**config.mk**
```make
export PLATFORM = sky130hd
export DESIGN_NAME = control_frame_buffer_read_only
export DESIGN_NICKNAME = d
export VERILOG_FILES = /design/src/rtl/control_frame_buffer_read_only.sv
export SDC_FILE = /design/constraint.sdc
export NUM_CORES = 1
export LEC_CHECK = 0
export CAP_MARGIN = 30
export CORE_MARGIN = 3
export CORE_UTILIZATION = 45
export CTS_CLUSTER_SIZE = 12
export DETAILED_ROUTE_END_ITERATION = 7
export GPL_TIMING_DRIVEN = 0
export PLACE_DENSITY_LB_ADDON = 0.1
export SLEW_MARGIN = 20
export SYNTH_ARGS = -nofsm -noshare
export SYNTH_HDL_FRONTEND = slang
export SYNTH_SLANG_ARGS = --single-unit
```
**constraint.sdc**
```tcl
create_clock -name clk_i -period 8 [get_ports clk_i]
set_input_delay 2.4 -clock clk_i [delete_from_list [all_inputs] [get_ports clk_i]]
set_output_delay 2.4 -clock clk_i [all_outputs]
set_load 0.01 [all_outputs]
```
**src/rtl/control_frame_buffer_read_only.sv**
```systemverilog
// Read-side pointer controller for the single-page frame buffer: waits for a full page,
// then issues one read per cycle while the pixel FIFO has room, tagged with frame markers.
module control_frame_buffer_read_only #(
  parameter int unsigned ADDR_WIDTH = 32
) (
  input  logic                  clk_i,
  input  logic                  resetn_i,
  input  logic [15:0]           resolution_width_i,
  input  logic [15:0]           resolution_depth_i,
  input  logic                  page_written_once_i,
  input  logic                  full_i,
  output logic                  rd_o,
  output logic [ADDR_WIDTH-1:0] addr_rd_o,
  output logic                  sof_o,
  output logic                  eol_o,
  output logic                  eof_o,
  output logic                  busy_o
);

  typedef enum logic [1:0] {StWaitPage, StLoad, StRead} state_e;

  state_e                state_q, state_d;
  logic [ADDR_WIDTH-1:0] ptr_q, ptr_d;
  logic [ADDR_WIDTH-1:0] total_q, total_d;
  logic [ADDR_WIDTH-1:0] addr_q, addr_d;
  logic [15:0]           col_q, col_d;
  logic [15:0]           line_q, line_d;
  logic [15:0]           w_q, w_d;
  logic [15:0]           h_q, h_d;
  logic                  rd_q, rd_d;
  logic                  sof_q, sof_d;
  logic                  eol_q, eol_d;
  logic                  eof_q, eof_d;

  logic [31:0]           prod;
  logic [ADDR_WIDTH-1:0] total_in;
  logic                  geom_zero;
  logic                  last_col;
  logic                  last_pix;

  assign prod      = 32'(resolution_width_i) * 32'(resolution_depth_i);
  assign total_in  = ADDR_WIDTH'(prod - 32'd1);
  assign geom_zero = (resolution_width_i == 16'd0) || (resolution_depth_i == 16'd0);
  assign last_col  = (col_q == w_q - 16'd1);
  assign last_pix  = (ptr_q == total_q);

  always_comb begin
    state_d = state_q;
    ptr_d   = ptr_q;
    total_d = total_q;
    addr_d  = addr_q;
    col_d   = col_q;
    line_d  = line_q;
    w_d     = w_q;
    h_d     = h_q;
    rd_d    = 1'b0;
    sof_d   = 1'b0;
    eol_d   = 1'b0;
    eof_d   = 1'b0;

    case (state_q)
      StWaitPage: begin
        if (page_written_once_i) state_d = StLoad;
      end
      StLoad: begin
        w_d     = resolution_width_i;
        h_d     = resolution_depth_i;
        total_d = total_in;
        ptr_d   = '0;
        col_d   = '0;
        line_d  = '0;
        state_d = geom_zero ? StWaitPage : StRead;
      end
      StRead: begin
        if (!full_i) begin
          rd_d   = 1'b1;
          addr_d = ptr_q;
          sof_d  = (ptr_q == '0);
          eol_d  = last_col;
          eof_d  = last_pix;
          if (last_pix) begin
            ptr_d   = '0;
            col_d   = '0;
            line_d  = '0;
            w_d     = resolution_width_i;
            h_d     = resolution_depth_i;
            total_d = total_in;
            // A zero geometry picked up at the frame wrap cannot be scanned; park until valid.
            if (geom_zero) state_d = StWaitPage;
          end else if (last_col) begin
            ptr_d  = ptr_q + ADDR_WIDTH'(1);
            col_d  = '0;
            line_d = line_q + 16'd1;
          end else begin
            ptr_d = ptr_q + ADDR_WIDTH'(1);
            col_d = col_q + 16'd1;
          end
        end
      end
      default: state_d = StWaitPage;
    endcase
  end

  always_ff @(posedge clk_i or negedge resetn_i) begin
    if (!resetn_i) begin
      state_q <= StWaitPage;
      ptr_q   <= '0;
      total_q <= '0;
      addr_q  <= '0;
      col_q   <= '0;
      line_q  <= '0;
      w_q     <= '0;
      h_q     <= '0;
      rd_q    <= 1'b0;
      sof_q   <= 1'b0;
      eol_q   <= 1'b0;
      eof_q   <= 1'b0;
    end else begin
      state_q <= state_d;
      ptr_q   <= ptr_d;
      total_q <= total_d;
      addr_q  <= addr_d;
      col_q   <= col_d;
      line_q  <= line_d;
      w_q     <= w_d;
      h_q     <= h_d;
      rd_q    <= rd_d;
      sof_q   <= sof_d;
      eol_q   <= eol_d;
      eof_q   <= eof_d;
    end
  end

  // Line count and latched height are kept for observability; the wrap is pointer-driven.
  logic unused_geom;
  assign unused_geom = ^{line_q, h_q};

  assign rd_o      = rd_q;
  assign addr_rd_o = addr_q;
  assign sof_o     = sof_q;
  assign eol_o     = eol_q;
  assign eof_o     = eof_q;
  assign busy_o    = (state_q == StRead);

endmodule

```
* Yosys cells after proc, flatten, opt, wreduce, memory -nomap -nowiden *
Cells that the tools add are included.

operators by class
  add/subtract/negate cells = 4
  $mul = 1
  equal/unequal tests = 8
  muxes and demuxes = 27
  bitwise gates (word level) = 1
  reduce and logical (&&, ||, !) cells = 10

operator list
  operator                                                                 count
  32-bit 2-to-1 mux                                                        4
  32-bit one-hot mux with 2 select lines                                   2
  16-bit 2-to-1 mux                                                        5
  16-bit one-hot mux with 2 select lines                                   2
  32-bit by 1-bit adder with 32-bit output, second input constant          1
  32-bit == test                                                           1
  16-bit zero test                                                         2
  32-bit zero test                                                         1
  16-bit by 16-bit multiplier with 32-bit output                           1
  32-bit by 1-bit subtractor with 32-bit output, second input constant     1
  16-bit by 1-bit adder with 16-bit output, second input constant          1
  16-bit == test                                                           1
  16-bit by 1-bit subtractor with 16-bit output, second input constant     1
  2-bit 2-to-1 mux                                                         5
  1-bit 2-to-1 mux                                                         8
  2-bit one-hot mux with 3 select lines                                    1
  2-bit by 1-bit inequality test with 1-bit output, second input constant  2
  2-bit inequality test, second input constant                             2
  2-bit AND reduction                                                      2
  4-bit AND reduction                                                      1
  3-bit AND reduction                                                      1
  2-bit by 1-bit == test with 1-bit output, second input constant          1
  2-bit == test, second input constant                                     1
  2-bit zero test                                                          1
  3 further kinds                                                          3

storage, ports and cells
  flip-flop bits (word level) = 134
  output and inout bits = 37
  word-level logic and storage cells = 61

* Longest topological paths before layout *
  word-level depth = 6
  mapped depth = 23
  gate-level depth less buffers = 20

* Least setup slack after synthesis *
OpenSTA, ideal clock, no wires.

  kind = input to register
  from = input resolution_width_i[12]
  to = register total_q[29]
  setup time = 82 ps
  arrival time = 7976 ps
  required time = 7918 ps
  path slack = -58 ps
  cell stages on the path = 20
  buffers on the path = 2
  cells stage by stage = clkbuf_1 > clkbuf_1 > nand2_1 > fa_1 > fa_1 > fa_1 > inv_1 > fa_1 > fa_1 > inv_1 > fa_1 > inv_1 > ha_1 > a21oi_1 > nor2_1 > or4_1 > o21ai_0 > o21ai_0 > a31o_2 > a31oi_1

between the ends
  cells in the longest elaborated chain, start to end = 5

RTL lines
  item                                              line  text
  from (decl)                                       8     input logic [15:0] resolution_width_i,
  16-bit by 16-bit multiplier with 32-bit output *  41    assign prod = 32'(resolution_width_i) * 32'(resolution_depth_i);
  32-bit by 1-bit subtractor with 32-bit output *   42    assign total_in = ADDR_WIDTH'(prod - 32'd1);
  32-bit 2-to-1 mux                                 81    if (last_pix) begin
  32-bit 2-to-1 mux                                 75    if (!full_i) begin
  32-bit one-hot mux with 2 select lines *          61    case (state_q)
  to (signal assigned)                              121   total_q <= total_d;
  to (decl)                                         24    logic [ADDR_WIDTH-1:0] total_q, total_d;

Mark *: on every way between the ends. The rest lies on a longest branch, timed or not. The select of a mux whose other input is x is not followed.
A chain may end at the register's enable or synchronous reset.

* Final worst setup path *
  from = input resolution_depth_i[2]
  to = register total_q[24]

between the ends
  cells in the longest elaborated chain, start to end = 5

RTL lines
  item                                              line  text
  from (decl)                                       9     input logic [15:0] resolution_depth_i,
  16-bit by 16-bit multiplier with 32-bit output *  41
  32-bit by 1-bit subtractor with 32-bit output *   42
  32-bit 2-to-1 mux                                 81
  32-bit 2-to-1 mux                                 75
  32-bit one-hot mux with 2 select lines *          61

Marks and branches as above.

==> flow_metrics.env <==
export IMPL_slowest_delay_ns=0.55
export IMPL_path_clk_slew_ns=0.06
export IMPL_skew_ns=0.00887
export IMPL_place_area_sq_mm=0.0172
export IMPL_tritoncts="done"
export IMPL_io_buffers=59
export IMPL_antenna_found_initial=1
export IMPL_outcome="completed"
export IMPL_grt_pass1_wl_mm=72.0
export IMPL_nets=2273
export IMPL_die_h_microns=194
export IMPL_slowest_stage="fa_1"
export IMPL_slew_headroom=0.354
export IMPL_synth_main_ff_cell="dfrtp_1"
export IMPL_hpwl_mm=36.0
export IMPL_synth_nets=2195
export IMPL_cts_hold_buf=0
export IMPL_syn_area_per_cell_sq_um=8.67
export IMPL_rsz0062_at_grt="yes"
export IMPL_die_area_sq_mm=0.0378
export IMPL_max_slew_worst_pin_slew_ns=0.960
export IMPL_finalMaxSlewViolations=0
export IMPL_first_pass_iters=5
export IMPL_yosysSeqAreaShare=0.210
export IMPL_grt_overflow_total=0
export IMPL_period_needed_ns=7.88
export IMPL_hold_depth=2
export IMPL_synthCells=1841
export IMPL_worst_setup_path_start_kind="primary input"
export IMPL_min_path_type="reg2reg"
export IMPL_cts_made_buffers=17
export IMPL_initial_utilization=0.459
export IMPL_drtIter0Drc=863
export IMPL_crit_chain="clkdlybuf4s15_2, buf_4, nand2_1, fa_1, fa_1, fa_1, inv_1, fa_1, fa_1, inv_1, fa_1, inv_1, ha_1, nand2_1, o21ai_1, a32oi_2, o31a_1, o31ai_1, xnor2_1, a21oi_1"
export IMPL_clockBufferDepth=2
export IMPL_cts_sinks=134
export IMPL_ios=73
export IMPL_synth_edf_count=0
export IMPL_final_common_cell="nand2_1"
export IMPL_root_buffer="clkbuf_16"
export IMPL_via_per_inst=5.37
export IMPL_synth_warnings=0
export IMPL_max_freq_mhz=127
export IMPL_die_w_microns=194
export IMPL_layout_drive_gt1_share=0.0730
export IMPL_rows=68
export IMPL_num_vias=12800
export IMPL_synth_seq_cells=134
export IMPL_grt_usage=0.239
export IMPL_worst_path_buf_inv=5
export IMPL_cp_depth=20
export IMPL_r2r_cells=12
export IMPL_wirelength_mm=44.8
export IMPL_setup_viol=0
export IMPL_cp_top_family="adder cells"
export IMPL_cp_max_fo=10
export IMPL_syn_cell_area_sq_mm=0.0160
export IMPL_cp_end_kind="register"
export IMPL_final_area_sq_mm=0.0179
export IMPL_finalHoldViolations=0
export IMPL_routedWlPerCell_microns=18.8
export IMPL_antenna_cells=0
export IMPL_async_flop_share=1.00
export IMPL_crit_required_ns=8.28
export IMPL_clock_latency_ns=0.42
export IMPL_cpMostUsedCell="fa_1"
export IMPL_grt_pass1_vias=13100
export IMPL_postRouteAntennaNets=0
export IMPL_layout_common_cells="nand2_1, inv_1, fa_1"
export IMPL_yosys_cell_types_count=65
export IMPL_cp_data_arrival_time_ns=8.16
export IMPL_grt_max_degree=70
export IMPL_fp_coreArea_sq_mm=0.0348
export IMPL_area_growth_pct=12.3
export IMPL_max_cap_violations=0
export IMPL_gp_congestion=0.904
export IMPL_htreeDepth=4
export IMPL_drc_errors=0
export IMPL_worstSetupPathType="in2reg"
export IMPL_finalCritPeriodShare=0.985
## worst reg2reg max path: stages, from the launching register on
cell	delay (ns)
dfrtp_1	0.35
clkbuf_1	0.20
inv_1	0.13
ha_1	0.20
clkbuf_1	0.37
inv_1	0.23
nor4_1	0.34
a32oi_1	0.10
o211ai_1	0.36
nand4_1	0.27
buf_2	0.28
a221oi_1	0.28
o41ai_1	0.12
## flip-flops by register name, indices dropped and copies added, names as in the netlist
signal	cells
rd_o	1
sof_o	1
eof_o	1
state_q	2
w_q	16
col_q	16
eol_o	1
addr_rd_o	32
total_q	32
ptr_q	32
## metal layers
layer | wire [microns] | GRT usage
met1 | 19800 | 0.320
met2 | 21400 | 0.408
met3 | 2360 | 0.0340
met4 | 1220 | 0.0686
met5 | 13 | 0
## per-stage QoR
| step | setup slack, ns | utilization | TNS [ns] | hold slack, ns | cells |
|---|---|---|---|---|---|
| after floorplan | 0.0529 | - | 0 | 0.460 | 1841 |
| after global placement | -1.43 | 0.492 | -149.50 | 0.461 | 2355 |
| after detailed placement | -1.47 | 0.493 | -24.05 | 0.464 | 2356 |
| after CTS | 0.00143 | 0.514 | 0 | 0.480 | 2387 |
| after global routing | -0.0530 | 0.515 | -0.173 | 0.495 | 2387 |
| final | 0.121 | 0.515 | 0 | 0.473 | 2387 |
## worst paths after layout
kind | startpoint | to | slack (ns)
max | resolution_depth_i[2] | total_q[24] | 0.12
min reg2reg | addr_rd_o[19] | addr_rd_o[19] | 0.47
max in group asynchronous | resetn_i | ptr_q[13] | 5.36
max reg2reg | w_q[0] | col_q[14] | 4.64
min | addr_rd_o[19] | addr_rd_o[19] | 0.47
min in group asynchronous | resetn_i | col_q[12] | 1.92
## synth_stat cells (9+ instances only)
master	n	area, sq um
nor4_1	28	175
a21oi_1	35	175
and2_1	93	582
mux2_2	15	169
dfrtp_1	134	3350
xor2_1	33	289
xnor2_1	63	552
a221oi_1	9	78.8
o21ai_0	51	255
inv_1	269	1010
nand4_1	32	200
a31oi_1	10	62.6
ha_1	111	1390
nand2_1	353	1330
nor2_1	78	293
fa_1	207	4140
a21o_1	15	113
o41ai_1	9	78.8
or3_1	9	56.3
nand3_1	26	130
nor3_1	31	155
o31ai_1	16	120
clkbuf_1	99	372
## what timing repair did
item                       in CTS  in global routing
setup endpoints to repair      20                 14
resized for setup             109                 59
buffers inserted                1                  1
gates cloned                    0                  0
pin swaps                       1                  2
## cell type report
cell class                      instances  area [sq um]
Multi-Input combinational cell       1330         11300
Fill cell                            3331         16900
Clock buffer                           19           453
Inverter                              269          1010
Sequential cell                       134          3350
Buffer                                105           536
Clock inverter                         13           145
Timing Repair Buffer                   62           591
Tap cell                              455           569
## cells by family (layout without fill, tap and decap cells)
group	after synthesis	in the layout	synth area share
compound gates	197	197	0.0830
xor+xnor	96	96	0.0526
fa+ha+maj	318	318	0.346
buf+inv	377	468	0.0891
flops	134	134	0.210
mux	17	17	0.0118
simple gates	702	702	0.207
Power is not shown: default switching activity piles up to over one toggle a cycle in this logic, so the estimate is an artifact.
